### src/rtl/scsi_initiator.sv
// scsi_initiator: single-command SCSI bus initiator.
// Selects a target and then services REQ/ACK handshakes until the target frees the bus.
module scsi_initiator #(
    parameter logic [2:0]  INIT_ID     = 3'd7,
    parameter logic [23:0] SEL_TIMEOUT = 24'd100000
) (
    input  logic        clk,
    input  logic        rst,
    input  logic        bsy,
    input  logic        msg,
    input  logic        cd,
    input  logic        io,
    input  logic        req,
    input  logic [7:0]  din,
    output logic        sel,
    output logic        atn,
    output logic        ack,
    output logic [7:0]  dout,
    input  logic        start,
    input  logic [2:0]  target_id,
    input  logic [79:0] cdb,
    input  logic [3:0]  cdb_len,
    input  logic [7:0]  wr_data,
    input  logic        wr_valid,
    output logic        wr_ready,
    output logic [7:0]  rd_data,
    output logic        rd_strobe,
    output logic        busy,
    output logic        done,
    output logic        timeout,
    output logic [7:0]  status,
    output logic [31:0] byte_cnt
);

    typedef enum logic [2:0] {
        IDLE,
        BUSFREE,
        SELECT,
        WAIT_REQ,
        ACK_HI,
        FINISH
    } state_t;

    localparam logic [2:0] PH_DOUT = 3'b000;
    localparam logic [2:0] PH_DIN  = 3'b001;
    localparam logic [2:0] PH_CMD  = 3'b010;
    localparam logic [2:0] PH_STAT = 3'b011;
    localparam logic [2:0] PH_MSGI = 3'b111;

    state_t      state;
    logic        req_q;
    logic [2:0]  ph_q;
    logic [7:0]  din_q;
    logic [2:0]  xfer_ph;
    logic [7:0]  in_byte;
    logic [2:0]  tid_q;
    logic [79:0] cdb_q;
    logic [3:0]  len_q;
    logic [3:0]  idx;
    logic [23:0] tmo_cnt;
    logic [7:0]  sel_mask;

    assign sel_mask = (8'd1 << tid_q) | (8'd1 << INIT_ID);
    assign atn      = 1'b0;

    always_ff @(posedge clk) begin
        if (rst) begin
            state     <= IDLE;
            req_q     <= 1'b0;
            ph_q      <= 3'b000;
            din_q     <= 8'h00;
            xfer_ph   <= 3'b000;
            in_byte   <= 8'h00;
            tid_q     <= 3'd0;
            cdb_q     <= '0;
            len_q     <= 4'd0;
            idx       <= 4'd0;
            tmo_cnt   <= 24'd0;
            sel       <= 1'b0;
            ack       <= 1'b0;
            dout      <= 8'h00;
            wr_ready  <= 1'b0;
            rd_data   <= 8'h00;
            rd_strobe <= 1'b0;
            busy      <= 1'b0;
            done      <= 1'b0;
            timeout   <= 1'b0;
            status    <= 8'h00;
            byte_cnt  <= 32'd0;
        end else begin
            // Bus handshake lines are registered once; every reaction keys off req_q.
            req_q     <= req;
            ph_q      <= {msg, cd, io};
            din_q     <= din;
            wr_ready  <= 1'b0;
            rd_strobe <= 1'b0;
            done      <= 1'b0;
            timeout   <= 1'b0;

            unique case (state)
                IDLE: begin
                    if (start) begin
                        tid_q    <= target_id;
                        cdb_q    <= cdb;
                        len_q    <= cdb_len;
                        idx      <= 4'd0;
                        byte_cnt <= 32'd0;
                        status   <= 8'h00;
                        busy     <= 1'b1;
                        state    <= BUSFREE;
                    end
                end

                BUSFREE: begin
                    if (!bsy) begin
                        dout    <= sel_mask;
                        sel     <= 1'b1;
                        tmo_cnt <= 24'd0;
                        state   <= SELECT;
                    end
                end

                SELECT: begin
                    if (bsy) begin
                        sel   <= 1'b0;
                        dout  <= 8'h00;
                        state <= WAIT_REQ;
                    end else if (tmo_cnt >= SEL_TIMEOUT - 24'd1) begin
                        sel     <= 1'b0;
                        dout    <= 8'h00;
                        timeout <= 1'b1;
                        done    <= 1'b1;
                        busy    <= 1'b0;
                        state   <= IDLE;
                    end else begin
                        tmo_cnt <= tmo_cnt + 24'd1;
                    end
                end

                WAIT_REQ: begin
                    if (!bsy) begin
                        state <= FINISH;
                    end else if (req_q) begin
                        xfer_ph <= ph_q;
                        unique case (ph_q)
                            PH_CMD: begin
                                // cdb_q shifts out MSB-first; past cdb_len the bus sees zeros.
                                dout  <= (idx < len_q) ? cdb_q[79:72] : 8'h00;
                                cdb_q <= {cdb_q[71:0], 8'h00};
                                if (idx != 4'hF)
                                    idx <= idx + 4'd1;
                                ack   <= 1'b1;
                                state <= ACK_HI;
                            end
                            PH_DOUT: begin
                                if (wr_valid) begin
                                    dout     <= wr_data;
                                    wr_ready <= 1'b1;
                                    ack      <= 1'b1;
                                    state    <= ACK_HI;
                                end
                            end
                            PH_DIN, PH_STAT, PH_MSGI: begin
                                in_byte <= din_q;
                                ack     <= 1'b1;
                                state   <= ACK_HI;
                            end
                            default: begin
                                dout  <= 8'h00;
                                ack   <= 1'b1;
                                state <= ACK_HI;
                            end
                        endcase
                    end
                end

                ACK_HI: begin
                    if (!bsy) begin
                        ack   <= 1'b0;
                        state <= FINISH;
                    end else if (!req_q) begin
                        ack   <= 1'b0;
                        state <= WAIT_REQ;
                        if (xfer_ph == PH_DIN) begin
                            rd_strobe <= 1'b1;
                            rd_data   <= in_byte;
                        end
                        if (xfer_ph == PH_DIN || xfer_ph == PH_DOUT)
                            byte_cnt <= byte_cnt + 32'd1;
                        if (xfer_ph == PH_STAT)
                            status <= in_byte;
                    end
                end

                FINISH: begin
                    sel   <= 1'b0;
                    ack   <= 1'b0;
                    dout  <= 8'h00;
                    done  <= 1'b1;
                    busy  <= 1'b0;
                    state <= IDLE;
                end

                default: begin
                    state <= IDLE;
                end
            endcase
        end
    end

endmodule
### config.mk
export PLATFORM = sky130hd
export DESIGN_NAME = scsi_initiator
export DESIGN_NICKNAME = d
export VERILOG_FILES = /design/src/rtl/scsi_initiator.sv
export SDC_FILE = /design/constraint.sdc
export NUM_CORES = 1
export LEC_CHECK = 0
export CORE_MARGIN = 1.5
export CORE_UTILIZATION = 45
export CTS_BUF_LIST = sky130_fd_sc_hd__clkbuf_2
export CTS_CLUSTER_DIAMETER = 40
export DETAILED_ROUTE_END_ITERATION = 16
export PLACE_DENSITY_LB_ADDON = 0.12
export SLEW_MARGIN = 20
export SYNTH_ARGS = -nofsm -noshare
export SYNTH_HDL_FRONTEND = slang
export SYNTH_SLANG_ARGS = --single-unit
### constraint.sdc
create_clock -name clk -period 2 [get_ports clk]
set_clock_uncertainty 0.05 [all_clocks]
set_input_delay 0.5 -clock clk [delete_from_list [all_inputs] [get_ports clk]]
set_output_delay 0.5 -clock clk [all_outputs]
set_load 0.1 [all_outputs]
==> out/qor.yml <==
synth_area_per_cell_sq_um: 8.300
cts_tree: "yes"
finalMaxSlewViolations: 0
syn_inst: 1081
p_per_area_mw_per_mm2: 975.3
worstSkewPairLatency_ps: 840
end_kind: "flop"
cts-root-buf: "clkbuf_2"
wl_per_cell_um: 16.30
dieArea_sq_mm: 0.02080
ys_seq_area_share_pct: 45.52
drc: 0
postPlaceCellArea_sq_mm: 0.01234
layout-drive-gt1-share_pct: 30.75
first_pass_iters: 4
post-route-period-util_pct: 106.3
num_vias: 9171
critical_path_required_ps: 2710
synth-seq-cells: 204
viasPerCell: 5.475
synth_cell_types: 62
die_h_um: 144.2
grt_max_degree: 75
cp.arrival_ps: 2830
grt_pass1_wl_mm: 40.42
vdd_ir_drop_max_uv: 620.7
final_common_cell: "nand2_1"
design.portCount: 176
hp-class: "primary input to flop"
drt-total-wl_mm: 27.31
rows: 51
relSlewSlack_pct: 51.95
cap_viol_max_count: 0
clkSlewWorstSetupHoldPaths_ps: 120
fp.dieW_um: 144.2
start_kind: "flop"
utilization_pct: 71.47
violations: "setup timing"
yosys_warnings: 0
fin_area_sq_mm: 0.01395
placed_cells: 1542
antenna_found_initial: 1
core_sq_mm: 0.01953
dr.first_iter.drc_count: 533
setup-violations-final: 40
cp_cell_sequence: "or4_4, nor4_4, nand4_1, buf_6, buf_12, or3_1, a21oi_1"
initial_core_util_pct: 45.95
max_stage_delay_ps: 530
grtUsageTotal_pct: 24.08
grt_overflow: 0
cts_buffer_depth: 3
worst_pin_slew_ps: 720.8
fin_crit_ps: 2127
critPathMaxFanout: 7
synth_edf_count: 0
grt_pass1_vias: 8423
stdcell_count: 1675
path_class: "flop to flop"
dp_hpwl_mm: 17.37
total_power_mw: 13.61
clkSinkCount: 204
synth_nets: 1199
async_reset_ff_share_pct: 0
cts_buffers: 53
fin_nets: 1490
final_cell_mix: "212 x nand2_1, 147 x dfxtp_1, 111 x nor2_1"
htree_levels: 2
hold_viol: 0
port_buffers: 174
status: "finished with violations"
rsz0062_at_grt: "true"
cp_slowest_cell: "or4_4"
post-route-worst-setup-slack_ps: -126.7
gp_congestion: 0.8708
fmax_ghz: 0.4702
antenna_left: 0
area_growth_pct: 55.53
synth_top_flop_cell: "dfxtp_1"
p_leak_nw: 5.325
post-place-ws_ps: -652.5
syn_area_sq_mm: 0.008972
synthesized netlist by cell type (4+ instances only):
cell	n	area (sq um)
nand2_1	212	795.8
dfxtp_1	204	4084
nor2_1	131	491.7
a311oi_1	77	674.4
a21oi_1	54	270.3
clkbuf_1	53	198.9
nand3_1	37	185.2
mux2i_1	24	240.2
o21ai_0	19	95.09
buf_2	18	90.09
nand4_1	18	112.6
xor2_1	17	148.9
inv_1	16	60.06
nor2b_1	15	93.84
or3_1	15	93.84
nand2b_1	13	81.33
and3_1	12	75.07
a31oi_1	11	68.82
or4_1	10	75.07
a211oi_1	9	67.56
a22oi_1	9	67.56
buf_4	8	60.06
nor4_1	8	50.05
o31ai_1	8	60.06
a2111o_1	6	67.56
and2_1	6	37.54
and4_1	6	52.55
ha_1	6	75.07
nand3b_1	5	37.54
a221oi_1	4	35.03
a32oi_1	4	35.03
nor3_1	4	20.02
o2111ai_1	4	35.03
o21a_1	4	30.03
report_power, final:
group          total (mW)  switching [mW]  internal (mW)
clock network        3.01            1.74           1.27
registers            5.08           0.439           4.64
logic                5.52            2.96           2.56
cells by family after synthesis:
family	synth area share, %
buf+inv	4.769
fa+ha+maj	0.8367
compound gates	18.25
simple gates	26.05
mux	2.677
xor+xnor	1.855
other cells	0.04180
flops	45.52
repair_timing:
action | CTS | global route
endpoints found under the setup margin | 120 | 132
cloned | 2 | 17
hold buffers | 1 | 0
buffers inserted | 9 | 15
pin swaps | 10 | 85
hold endpoints to repair | 9 | 0
gates resized for setup | 48 | 111
flip-flops by register name, summed over array words and instances (netlist names), 4 cells and up:
name,count
rd_data,8
byte_cnt,32
din_q,8
len_q,4
dout,8
cdb_q,80
tmo_cnt,24
status,8
in_byte,8
idx,4
final timing paths:
kind | from | to | slack [ps] | cells after the start
worst min register to register | cdb_q[66] | cdb_q[74] | 390 | 2
worst max-delay path | tmo_cnt[22] | tmo_cnt[2] | -130 | 7
worst max register to register | tmo_cnt[22] | tmo_cnt[2] | -130 | 7
worst min-delay path | cdb[44] | cdb_q[44] | 160 | 3
per-layer routing:
layer / vias up / routed length (um) / track usage (%)
met5: - / 0 / 0
met4: 0 / 740 / 7.974
met3: 63 / 1726 / 4.768
met2: 319 / 13380 / 40.27
met1: 4300 / 11470 / 31.12
li1: 4489 / - / -
final cells by class:
type	count	area, sq um
diodes	2	5.005
clock buffers	76	380.4
clock inverters	15	113.9
fillers	1559	5572
inverters	16	60.06
multi-input cells	779	4905
flip-flops and latches	204	4220
well taps	265	331.6
repair buffers	318	3939
metrics by stage:
stage / hold slack [ps] / setup TNS (ps)
after floorplan: 383.7 / -5383
after global placement: 389.9 / -80280
after detailed placement: 398.2 / -86320
after CTS: 113.1 / -1096
after global routing: 136.9 / -6273
final: 162.0 / -2292
critical path: cells and delay by family, from the launching register on:
family | cells | cell delay (ps)
buffers and inverters | 2 | 320
AO/OA/AOI/OAI | 1 | 130
AND/OR/NAND/NOR | 4 | 1240
flip-flops | 1 | 330
Note: power is estimated with default switching activity, not from simulation.
